--- config.mk ---
export PLATFORM = sky130hd
export DESIGN_NAME = cpu
export DESIGN_NICKNAME = d
export VERILOG_FILES = /design/src/rtl/cpu_pkg.sv /design/src/rtl/cpu_alu.sv /design/src/rtl/cpu.sv
export SDC_FILE = /design/constraint.sdc
export NUM_CORES = 1
export LEC_CHECK = 0
export BUFFER_PORTS_ARGS = -buffer_cell sky130_fd_sc_hd__buf_4
export CORE_MARGIN = 8
export CORE_UTILIZATION = 47
export CTS_BUF_LIST = sky130_fd_sc_hd__clkbuf_4
export CTS_CLUSTER_DIAMETER = 100
export DETAILED_ROUTE_END_ITERATION = 12
export PLACE_DENSITY = 0.75
export SETUP_SLACK_MARGIN = 0.5
export SLEW_MARGIN = 10
export SYNTH_ARGS = -nofsm -noshare
export SYNTH_HDL_FRONTEND = slang
export SYNTH_SLANG_ARGS = --single-unit
--- constraint.sdc ---
create_clock -name clock -period 9.2 [get_ports clock]
set_input_delay 0 -clock clock [delete_from_list [all_inputs] [get_ports clock]]
set_output_delay 0 -clock clock [all_outputs]
set_load 0.01 [all_outputs]
--- src/rtl/cpu_pkg.sv ---
// Shared definitions for the accumulator CPU: widths, opcodes and FSM states.
package cpu_pkg;
   localparam int DATA_W = 16;
   localparam int ADDR_W = 8;
   localparam int OP_W   = 4;

   localparam logic [OP_W-1:0] OP_NOP  = 4'h0;
   localparam logic [OP_W-1:0] OP_LDA  = 4'h1;
   localparam logic [OP_W-1:0] OP_STA  = 4'h2;
   localparam logic [OP_W-1:0] OP_ADD  = 4'h3;
   localparam logic [OP_W-1:0] OP_SUB  = 4'h4;
   localparam logic [OP_W-1:0] OP_AND  = 4'h5;
   localparam logic [OP_W-1:0] OP_JMP  = 4'h6;
   localparam logic [OP_W-1:0] OP_JZ   = 4'h7;
   localparam logic [OP_W-1:0] OP_HALT = 4'hF;

   typedef enum logic [3:0] {
      FETCH0, FETCH1, FETCH2, DECODE, MEM0, MEM1, MEM2, EXEC, STORE, HALT
   } state_t;

   function automatic logic is_read_op(input logic [OP_W-1:0] op);
      return (op == OP_LDA) || (op == OP_ADD) || (op == OP_SUB) || (op == OP_AND);
   endfunction
endpackage

--- src/rtl/cpu_alu.sv ---
// Combinational accumulator ALU: next AC value and its zero flag for LDA/ADD/SUB/AND.
module cpu_alu
   import cpu_pkg::*;
(
   input  logic [OP_W-1:0]   op,
   input  logic [DATA_W-1:0] ac,
   input  logic [DATA_W-1:0] operand,
   output logic [DATA_W-1:0] result,
   output logic              zero
);
   always_comb begin
      result = ac;
      case (op)
         OP_LDA:  result = operand;
         OP_ADD:  result = ac + operand;
         OP_SUB:  result = ac - operand;
         OP_AND:  result = ac & operand;
         default: result = ac;
      endcase
      zero = (result == '0);
   end
endmodule

--- src/rtl/cpu.sv ---
// Accumulator CPU: fetch/decode/execute FSM driving a synchronous memory through
// registered MAR/data_out/Mem_CS/Mem_EN; read data is taken two edges after its CS pulse.
module cpu
   import cpu_pkg::*;
(
   input  logic              clock,
   input  logic              reset,
   output logic [ADDR_W-1:0] MAR,
   input  logic [DATA_W-1:0] data_in,
   output logic [DATA_W-1:0] data_out,
   output logic              Mem_EN,
   output logic              Mem_CS,
   output logic              halted
);
   state_t              state, state_nxt;
   logic [ADDR_W-1:0]   pc, pc_nxt;
   logic [DATA_W-1:0]   ir, ir_nxt;
   logic [DATA_W-1:0]   ac, ac_nxt;
   logic [DATA_W-1:0]   operand, operand_nxt;
   logic                z, z_nxt;
   logic [ADDR_W-1:0]   mar_nxt;
   logic [DATA_W-1:0]   dout_nxt;
   logic                cs_nxt, en_nxt, halted_nxt;

   logic [OP_W-1:0]     op;
   logic [ADDR_W-1:0]   addr;
   logic [DATA_W-1:0]   alu_result;
   logic                alu_zero;
   logic                unused_ir_bits;

   assign op             = ir[15:12];
   assign addr           = ir[ADDR_W-1:0];
   assign unused_ir_bits = ^ir[11:8];

   cpu_alu u_alu (
      .op      (op),
      .ac      (ac),
      .operand (operand),
      .result  (alu_result),
      .zero    (alu_zero)
   );

   // Strobes default low so every access is a single-cycle CS pulse.
   always_comb begin
      state_nxt   = state;
      pc_nxt      = pc;
      ir_nxt      = ir;
      ac_nxt      = ac;
      operand_nxt = operand;
      z_nxt       = z;
      mar_nxt     = MAR;
      dout_nxt    = data_out;
      cs_nxt      = 1'b0;
      en_nxt      = 1'b0;
      halted_nxt  = halted;
      case (state)
         FETCH0: begin
            mar_nxt   = pc;
            cs_nxt    = 1'b1;
            state_nxt = FETCH1;
         end
         FETCH1: state_nxt = FETCH2;
         FETCH2: begin
            ir_nxt    = data_in;
            pc_nxt    = pc + 8'd1;
            state_nxt = DECODE;
         end
         DECODE: begin
            state_nxt = FETCH0;
            if (is_read_op(op)) begin
               mar_nxt   = addr;
               cs_nxt    = 1'b1;
               state_nxt = MEM0;
            end else if (op == OP_STA) begin
               mar_nxt   = addr;
               dout_nxt  = ac;
               cs_nxt    = 1'b1;
               en_nxt    = 1'b1;
               state_nxt = STORE;
            end else if (op == OP_JMP) begin
               pc_nxt = addr;
            end else if (op == OP_JZ) begin
               if (z) pc_nxt = addr;
            end else if (op == OP_HALT) begin
               halted_nxt = 1'b1;
               state_nxt  = HALT;
            end
         end
         MEM0: state_nxt = MEM1;
         // Second edge after the operand CS pulse: memory output is valid here.
         MEM1: begin
            operand_nxt = data_in;
            state_nxt   = MEM2;
         end
         MEM2: state_nxt = EXEC;
         EXEC: begin
            ac_nxt    = alu_result;
            z_nxt     = alu_zero;
            state_nxt = FETCH0;
         end
         STORE:   state_nxt = FETCH0;
         HALT:    state_nxt = HALT;
         default: state_nxt = FETCH0;
      endcase
   end

   always_ff @(posedge clock or posedge reset) begin
      if (reset) begin
         state    <= FETCH0;
         pc       <= '0;
         ir       <= '0;
         ac       <= '0;
         operand  <= '0;
         z        <= 1'b1;
         MAR      <= '0;
         data_out <= '0;
         Mem_CS   <= 1'b0;
         Mem_EN   <= 1'b0;
         halted   <= 1'b0;
      end else begin
         state    <= state_nxt;
         pc       <= pc_nxt;
         ir       <= ir_nxt;
         ac       <= ac_nxt;
         operand  <= operand_nxt;
         z        <= z_nxt;
         MAR      <= mar_nxt;
         data_out <= dout_nxt;
         Mem_CS   <= cs_nxt;
         Mem_EN   <= en_nxt;
         halted   <= halted_nxt;
      end
   end
endmodule

==> results of run 1 <==
## layout make-up
cell class	instances	share of cell area, %
Clock inverter	7	1.41
Inverter	14	0.931
Timing Repair Buffer	67	9.44
Sequential cell	84	36.4
Tap cell	140	3.03
Clock buffer	9	1.17
Multi-Input combinational cell	412	47.6
## repair_timing
action                                 CTS  global route
setup endpoints to repair                0             0
endpoints found under the hold margin  111             0
hold buffers                            17             0
## stage by stage
stage | hold slack, ps | utilization [%] | cell area, um2
floorplan | 117 | - | 5040
global placement | 223 | 51.3 | 5460
detailed placement | 233 | 51.3 | 5460
CTS | 293 | 54.3 | 5780
global route | 295 | 54.3 | 5780
finish | 303 | 54.3 | 5780
## worst min-delay path: cells and delay by family
kind / cells / cell delay, ps
muxes: 1 / 120
buffers and inverters: 2 / 610
## layout by cell type (no fill, tap or decap), drive strengths merged, types with 8 or more instances in the layout
| cell type | n |
|---|---|
| a21oi | 30 |
| a31oi | 12 |
| buf | 50 |
| clkbuf | 9 |
| dfrtp | 83 |
| dlygate4sd3 | 17 |
| ha | 18 |
| inv | 17 |
| mux2 | 34 |
| nand2 | 83 |
| nand3 | 13 |
| nor2 | 37 |
| nor3 | 13 |
| o211ai | 15 |
| o21a | 8 |
| o21ai | 32 |
| xnor2 | 16 |
| xor2 | 8 |
## per-layer routing
layer	global-route usage, %	up-vias	share of wire [%]
met5	0	-	0
met4	6.40	0	1.8
met3	4.27	20	6.9
met2	26.5	145	45
met1	24.2	2040	46
li1	-	2050	-
## worst paths after layout
kind | slack, ps | end
setup / recovery | 5000 | z
hold / removal | 300 | operand[11]
setup reg to reg | 5000 | z
hold reg to reg | 490 | data_out[6]
max in group asynchronous | 8110 | ac[14]
min in group asynchronous | 410 | data_out[0]
## power groups by stage
stage / registers, mW / clock network [mW] / logic (mW)
after global placement: 0.716 / 0 / 1.25
final: 0.723 / 0.230 / 1.30
after floorplan: 0.662 / 0 / 1.00
after CTS: 0.718 / 0.236 / 1.29
after detailed placement: 0.726 / 0 / 1.28
after global routing: 0.748 / 0.253 / 1.44
## flip-flops by register name (all words and copies together) (netlist names)
signal and cells:
ac 16, Mem_CS 1, ir 12, MAR 8, operand 16, data_out 16
state 4, z 1, pc 8, halted 1, Mem_EN 1
## cell families (layout without fill, tap and decap cells)
logic type	count (synthesis)	in the layout	share of synthesized area [%]
AOI/OAI and AO/OA	140	140	18.6
xor gates and xnor gates	24	24	4.17
adders and majority gates	19	19	4.86
buffers and inverters	43	97	3.84
DFF	84	84	41.7
muxes	35	35	7.79
and+or+nand+nor	194	194	19.1
==> run metrics, run 1 <==
1st-pass router iterations 5; GRT Util Overall 17.7%; Hold WC Path Type in2reg; Slowest-stage cell, CP nor4b_2; HPWL after DPL roughly 9000 um; CP Max Fanout 13; Worst setup startpoint ir[14]; Gate power share 57.6%; Cells after DPL 700; H-tree levels 3; Reg area about 2100 um2; synthesized flop and latch total 84; final hold viol count 0; Synth async-reset ratio 100%; delay-heaviest family, CP simple AND/OR/NAND/NOR gates; Flop pwr share roughly 32%; n_diodes 0; first-pass GRT wire length ~21000 um; Pint around 1.2 mW; Initial Utilization between 40% and 50%; Iter 0 DRT Violations 345; Clk Tree Root Cell clkbuf_4; Design Power approximately 2.2 mW; Worst Skew 21.4 ps; Rel. slew slack 20.9%; dpl ws between 5000 and 6000 ps; via count 4255; setup TNS 0 ps; worst path cell trace nor4b_2, nor2_1, xnor2_1, ha_1, nor2b_1, o31ai_1, a21oi_1, nor3_1, mux2_2, nor3_1, nand4_1, o31ai_2; Clock Latency Late Sink approximately 460 ps; Slew Limit Fails 0; global placement routability congestion 0.909; Synth top area share between 40 and 50%; GRT Residual Overflow 0; number of cells on the critical path 12; Post-CTS Repair Setup Buffers 0; Startpoint Class flip-flop; largest area contributor in the netlist dfrtp_1; number of synthesized flops with an enable pin 0; worst endpoint data arrival time around 4600 ps; Switch Pwr ~1.1 mW; reg2reg start ir[14]; CTS tree done; die area between 10000 and 15000 um2; vias in the first global route 4076; CP Class reg2reg; Least-Margin Pin Slew ~1200 ps; die width roughly 120 um; WL per Instance 16.9 um; Mapped Area around 5000 um2; hold-critical path depth 3; pwr dens 389 nW/um2; Mapped Cells about 540; Max Freq ~240 MHz; # IOs 45; crit end category flip-flop; largest cells by area after synthesis dfrtp_1 41%, mux2_2 7.6%, nand2_1 6.2%; min-delay src data_in[11]; Filler cells 981; CP bufs+invs 0; Syn. warnings 0; synth cell count leaders 83 x dfrtp_1, 83 x nand2_1, 36 x nor2_1, 34 x mux2_2, 32 x o21ai_0; die height approximately 120 um; largest net degree at the start of global routing 85; sequential-to-total area share from yosys stat between 40% and 50%; number of vias per cell around 5.8; dominant synthesized flop cell dfrtp_1; initial antenna violation count 0; clock power share 10.2%; Port Buffers 44; most numerous cell on the critical path nor3_1; status finished, final reports clean; TritonCTS Sinks 84; WP data required approximately 9600 ps; multi-input logic area ~2800 um2; Reg2Reg Depth 12; # Max-Cap Violations 0; leakage around 2.6 nW; synth unique cells 66; share of cells above drive strength 1 19.7%; Layout Nets approximately 630; fin crit period around 4200 ps; VDD IR max roughly 0.00017 V; fin cells roughly 730; post-cts sizing count 0; Mapped Avg Cell Area 9.36 um2; period utilization between 40% and 50%; Post-Syn Nets between 500 and 600; Detail Route Antenna Nets 0; final setup vio count 0; Layout area overhead 14.6%; DRT Wirelength approximately 12000 um; clock-pin slew of the registers on the worst-case setup and hold paths 150 ps; Core Area 10700 um2; RSZ-0062 raised after global routing no; CTS Buffer Depth 2; max incr delay on CP between 800 and 900 ps; Setup WS post-layout between 4000 and 5000 ps; DRC Markers 0; sw frac around 47%; TritonCTS Buffers 9; cell row count 38
(Power assumes the default switching activity.)
==> inputs of run 2 (changes only) <==
Settings changed: PLACE_DENSITY 0.75 to 0.78.
Clock period 9.2 ns to 3.7 ns, I/O delays scaled along.
==> run metrics, run 2 (synthesis results as in run 1) <==
status finished, final reports clean; CTS Buffer Depth 2 (unchanged); Pint 3.58 mW (+200%); met2 usage 30.0% (+3.5 points); Global Route met3 Usage 4.27% (unchanged); TritonCTS Sinks 84 (unchanged); # IOs 45 (unchanged); CP Class reg2reg; Clk Tree Root Cell clkbuf_4; Cells after DPL 708 (+1.1%); Port Buffers 44 (unchanged); TritonCTS Buffers 9 (unchanged); Worst Skew 28.8 ps (+7.39 ps); Hold WC Path Type in2async; Gate power share 64.3% (+6.7 points); Layout Nets 661 (+5.8%); Largest regs ac: 16 flops, data_out: 16 flops, operand: 16 flops; dpl ws 35.2 ps (-5090 ps); Util after Layout 60.1% (+5.8 points); GRT Residual Overflow 0 (unchanged); Switch Pwr 3.14 mW (+200%); Flop pwr share 26.7% (-5.4 points); Initial Utilization 47.4% (unchanged); minimum hold slack 161 ps (-142 ps); FF-to-FF End z; Detail Route Antenna Nets 0 (unchanged); die width 120 um (unchanged); Startpoint Class flip-flop; Most Used Layer, Global Route met2; WL per Instance 18.2 um (+7.7%); cell row count 38 (unchanged); GRT Util Overall 19.3% (+1.6 points); fin cells 770 (+5.0%); die height 120 um (unchanged); initial antenna violation count 1 (+1); Least-Margin Pin Slew 846 ps (-336 ps); # Max-Cap Violations 0 (unchanged); setup TNS 0 ps (unchanged); Layout area overhead 26.8%; Rel. slew slack 43.4% (+22 points); VDD IR max 0.000489 V (+180%); sw frac 46.7% (-0.19 points); via count 4580 (+7.6%); reg2reg start ir[15]; first-pass GRT wire length 22300 um (+7.8%); global placement routability congestion 0.905 (-0.42%); CP Max Fanout 5 (-8); CTS tree done; period utilization 90.6% (+45 points); die area 14300 um2 (unchanged); Iter 0 DRT Violations 536 (+55%); WP data required 4100 ps (-5480 ps); vias in the first global route 4341 (+6.5%); crit end category flip-flop; DRC Markers 0 (unchanged); number of vias per cell 5.95 (+2.5%); met1 usage 25.5% (+1.2 points); final hold viol count 0 (unchanged); Clock Latency Late Sink 470 ps (about the same); Worst R2R Setup Slack 350 ps (-4650 ps); clock power share 9.0% (-1.2 points); share of cells above drive strength 1 31.3% (+12 points); commonest non-fill, non-tap cells in the layout 83 x buf_4, 81 x nand2_1, 77 x dfrtp_1, 34 x nor2_1, 32 x mux2_2; Reg2Reg Depth 13 (+1); H-tree levels 3 (unchanged); clock-pin slew of the registers on the worst-case setup and hold paths 170 ps (+20 ps); leakage 2.86 nW (+9.4%); pwr dens 1050 nW/um2 (+170%); fin crit period 3350 ps (-850 ps); largest net degree at the start of global routing 45 (-47%); Max Freq 298 MHz (+25%); HPWL after DPL 9360 um (+4.4%); RSZ-0062 raised after global routing yes; commonest non-fill, non-tap cell in the layout buf_4; 1st-pass router iterations 5 (unchanged); worst endpoint data arrival time 3750 ps (-830 ps); Core Area 10700 um2 (unchanged); Slew Limit Fails 0 (unchanged); Setup WS post-layout 347 ps (-4650 ps); DRT Wirelength 14000 um (+13%); final setup vio count 0 (unchanged)
## run 2: worst max-delay path by stage
| stage | start | endpoint | slack, ps |
|---|---|---|---|
| finish | ir[15] | z | 350 |
| global placement | operand[0] | z | 120 |
| global route | ir[12] | ac[13] | 210 |
| floorplan | ir[15] | z | 520 |
| CTS | ir[13] | ac[13] | 440 |
| detailed placement | operand[1] | z | 40 |
## run 2: critical path: stages, from the launching register on
cell and delay, ps:
dfrtp_1 430, or4b_4 600, buf_12 160, o31ai_4 60
xor2_2 230, ha_4 260, a21oi_4 190, nand2_2 120
or2_4 250, nor3_2 150, mux2_4 330, nor3_2 170
nand4_1 140, o31ai_2 210
## run 2: timing repair
item | in CTS | in global routing
pin swaps | 20 | 15
gates cloned | 0 | 0
hold endpoints to repair | 68 | 0
endpoints found under the setup margin | 6 | 5
resized for setup | 39 | 18
buffers inserted | 12 | 16
hold buffers | 17 | 0
## run 2: final cells by class
cell class,count,area [um2]
Inverter,14,53.8
Sequential cell,84,2110
Timing Repair Buffer,103,836
Tap cell,140,175
Antenna cell,1,2.50
Clock buffer,9,67.6
Fill cell,884,4250
Clock inverter,7,93.8
Multi-Input combinational cell,412,3060
## run 2: layer usage
layer  part of all wire [%]  vias up
li1                       -     2124
met1                     44     2219
met2                     47      199
met3                    7.0       38
met4                    2.7        0
met5                      0        -
## run 2: metrics by stage
step	instance area [um2]	total power [mW]
5_1_grt	6400	7.16
3_3_place_gp	5560	5.05
2_1_floorplan	5100	4.22
6_report	6400	6.73
4_1_cts	6190	6.29
3_5_place_dp	5560	5.14
## run 2: power groups by stage
stage	clock [mW]	combinational (mW)	sequential, mW
3_5_place_dp	0	3.38	1.76
4_1_cts	0.610	3.91	1.77
6_report	0.607	4.32	1.80
3_3_place_gp	0	3.32	1.74
5_1_grt	0.651	4.68	1.84
2_1_floorplan	0	2.57	1.65
==> inputs of run 3 (changes only) <==
Settings changed: CAP_MARGIN from default to 20, SETUP_SLACK_MARGIN 0.5 to default.
==> run metrics, run 3 (synthesis results as in run 1) <==
fin crit period 3530 ps (+177 ps); largest net degree at the start of global routing 57 (+27%); Layout Nets 632 (-4.4%); leakage 2.66 nW (-6.9%); delay-heaviest family, CP simple AND/OR/NAND/NOR gates; pwr dens 983 nW/um2 (-6.6%); die width 120 um (unchanged); initial antenna violation count 0 (-1); via count 4463 (-2.6%); Least-Margin Pin Slew 1040 ps (+198 ps); worst path cell trace buf_4, nor4b_4, buf_4, a21oi_1, xnor2_1, ha_1, nor3_1, a31oi_1, a221oi_1, nor2b_1, xor2_1, o211ai_1, mux2_2; Filler cells 941 (+6.4%); Cells after DPL 706 (-0.28%); Clk Tree Root Cell clkbuf_4; Util after Layout 55.7% (-4.4 points); Design Power 5.83 mW (-13%); DRC Markers 0 (unchanged); commonest non-fill, non-tap cells in the layout 83 x dfrtp_1, 83 x nand2_1, 56 x buf_4, 35 x nor2_1, 34 x mux2_2; Layout area overhead 17.5%; final setup vio count 0 (unchanged); # IOs 45 (unchanged); # Max-Cap Violations 0 (unchanged); Slowest-stage cell, CP nor3_1; DP Area 5510 um2 (-0.97%); die height 120 um (unchanged); GRT Residual Overflow 0 (unchanged); CP Class reg2reg; CTS Buffer Depth 2 (unchanged); die area 14300 um2 (unchanged); CP Max Fanout 13 (+8); multi-input logic area 2830 um2 (-7.3%); most numerous cell on the critical path buf_4; crit end category flip-flop; vias in the first global route 4341 (unchanged); Iter 0 DRT Violations 463 (-14%); TritonCTS Buffers 9 (unchanged); 1st-pass router iterations 7 (+2); Worst Skew 23.9 ps (-4.92 ps); DRT Wirelength 13000 um (-7.7%); global placement routability congestion 1.17 (+30%); number of vias per cell 6.02 (+1.3%); clock-pin slew of the registers on the worst-case setup and hold paths 150 ps (-20 ps); Port Buffers 44 (unchanged); max incr delay on CP 490 ps (-110 ps); Largest regs ac: 16 flops, data_out: 16 flops, operand: 16 flops; Post-CTS Repair Setup Buffers 0 (-12); period utilization 95.4% (+4.8 points); Startpoint Class flip-flop; final hold viol count 0 (unchanged); WP data required 4080 ps (-20 ps); WL per Instance 17.5 um (-4.1%); CTS tree done; VDD IR max 0.000395 V (-19%); H-tree levels 3 (unchanged); Core Area 10700 um2 (unchanged); Slew Limit Fails 0 (unchanged); Worst setup startpoint ir[12]; TritonCTS Sinks 84 (unchanged); Clock Latency Late Sink 480 ps (about the same); CP bufs+invs 2 (+1); HPWL after DPL 9170 um (-2.0%); Finished Cell Area 5930 um2 (-7.3%); fin cells 741 (-3.8%); Initial Utilization 47.4% (unchanged); GRT Util Overall 18.7% (-0.62 points); status finished, final reports clean; share of cells above drive strength 1 22.5% (-8.8 points); reg2reg start ir[12]; worst endpoint data arrival time 3910 ps (+160 ps); Detail Route Antenna Nets 0 (unchanged); Max Freq 283 MHz (-5.0%); Hold WC Path Type in2async; cell row count 38 (unchanged); first-pass GRT wire length 21900 um (-1.8%); Reg area 2100 um2 (-0.36%); Rel. slew slack 30.1% (-13 points)
## run 3: changes by cell type in the layout (fill, tap and decap cells not counted), moves of 4 or more
cell / before / now
ha_1: 13 / 17
dfrtp_1: 77 / 83
dfrtp_2: 6 / 0
buf_4: 83 / 56
## run 3: metal layers
layer	vias to the layer above	global-route usage, %	routed length, um
met2	232	28.3	5930
met3	52	4.13	1010
met5	-	0	0
met1	2112	25.1	5620
li1	2067	-	-
met4	0	8.20	402
## run 3: power by group
group	leakage [nW]	internal, mW	switching, mW	total [mW]
combinational	1.52	1.54	1.96	3.50
clock	0.0775	0.215	0.360	0.575
sequential	1.06	1.30	0.451	1.75
total	2.66	3.06	2.77	5.83
## run 3: path summary, 6_finish.rpt
kind	end	slack (ps)	depth (start not counted)
max	ac[13]	170	13
min	ac[15]	90	3
max reg2reg	ac[13]	170	13
min reg2reg	data_out[11]	490	2
max in group asynchronous	ac[3]	2830	4
min in group clock	ir[4]	300	3
## run 3: final cells by class
type / instances / share of cell area [%]
Antenna cell: 1 / 0.0422
Clock buffer: 9 / 1.14
Clock inverter: 7 / 1.37
Inverter: 14 / 0.908
Multi-Input combinational cell: 412 / 47.8
Sequential cell: 84 / 35.5
Tap cell: 140 / 2.96
Timing Repair Buffer: 74 / 10.3
## run 3: repair_timing
| action | in CTS | in global routing |
|---|---|---|
| hold buffers | 17 | 0 |
| gates resized for setup | 0 | 14 |
| setup endpoints to repair | 0 | 3 |
| endpoints found under the hold margin | 82 | 0 |
## run 3: worst min-delay path, stage by stage
cell,delay [ps]
dlygate4sd3_1,540
buf_4,140
clkinv_2,340
## run 3: stage by stage
stage | TNS, ps | worst slack, ps | hold slack, ps
6_report | 0 | 171 | 90.8
3_3_place_gp | 0 | 289 | 231
5_1_grt | -19.9 | -11.4 | 110
2_1_floorplan | 0 | 273 | 117
4_1_cts | 0 | 147 | 269
3_5_place_dp | 0 | 165 | 240
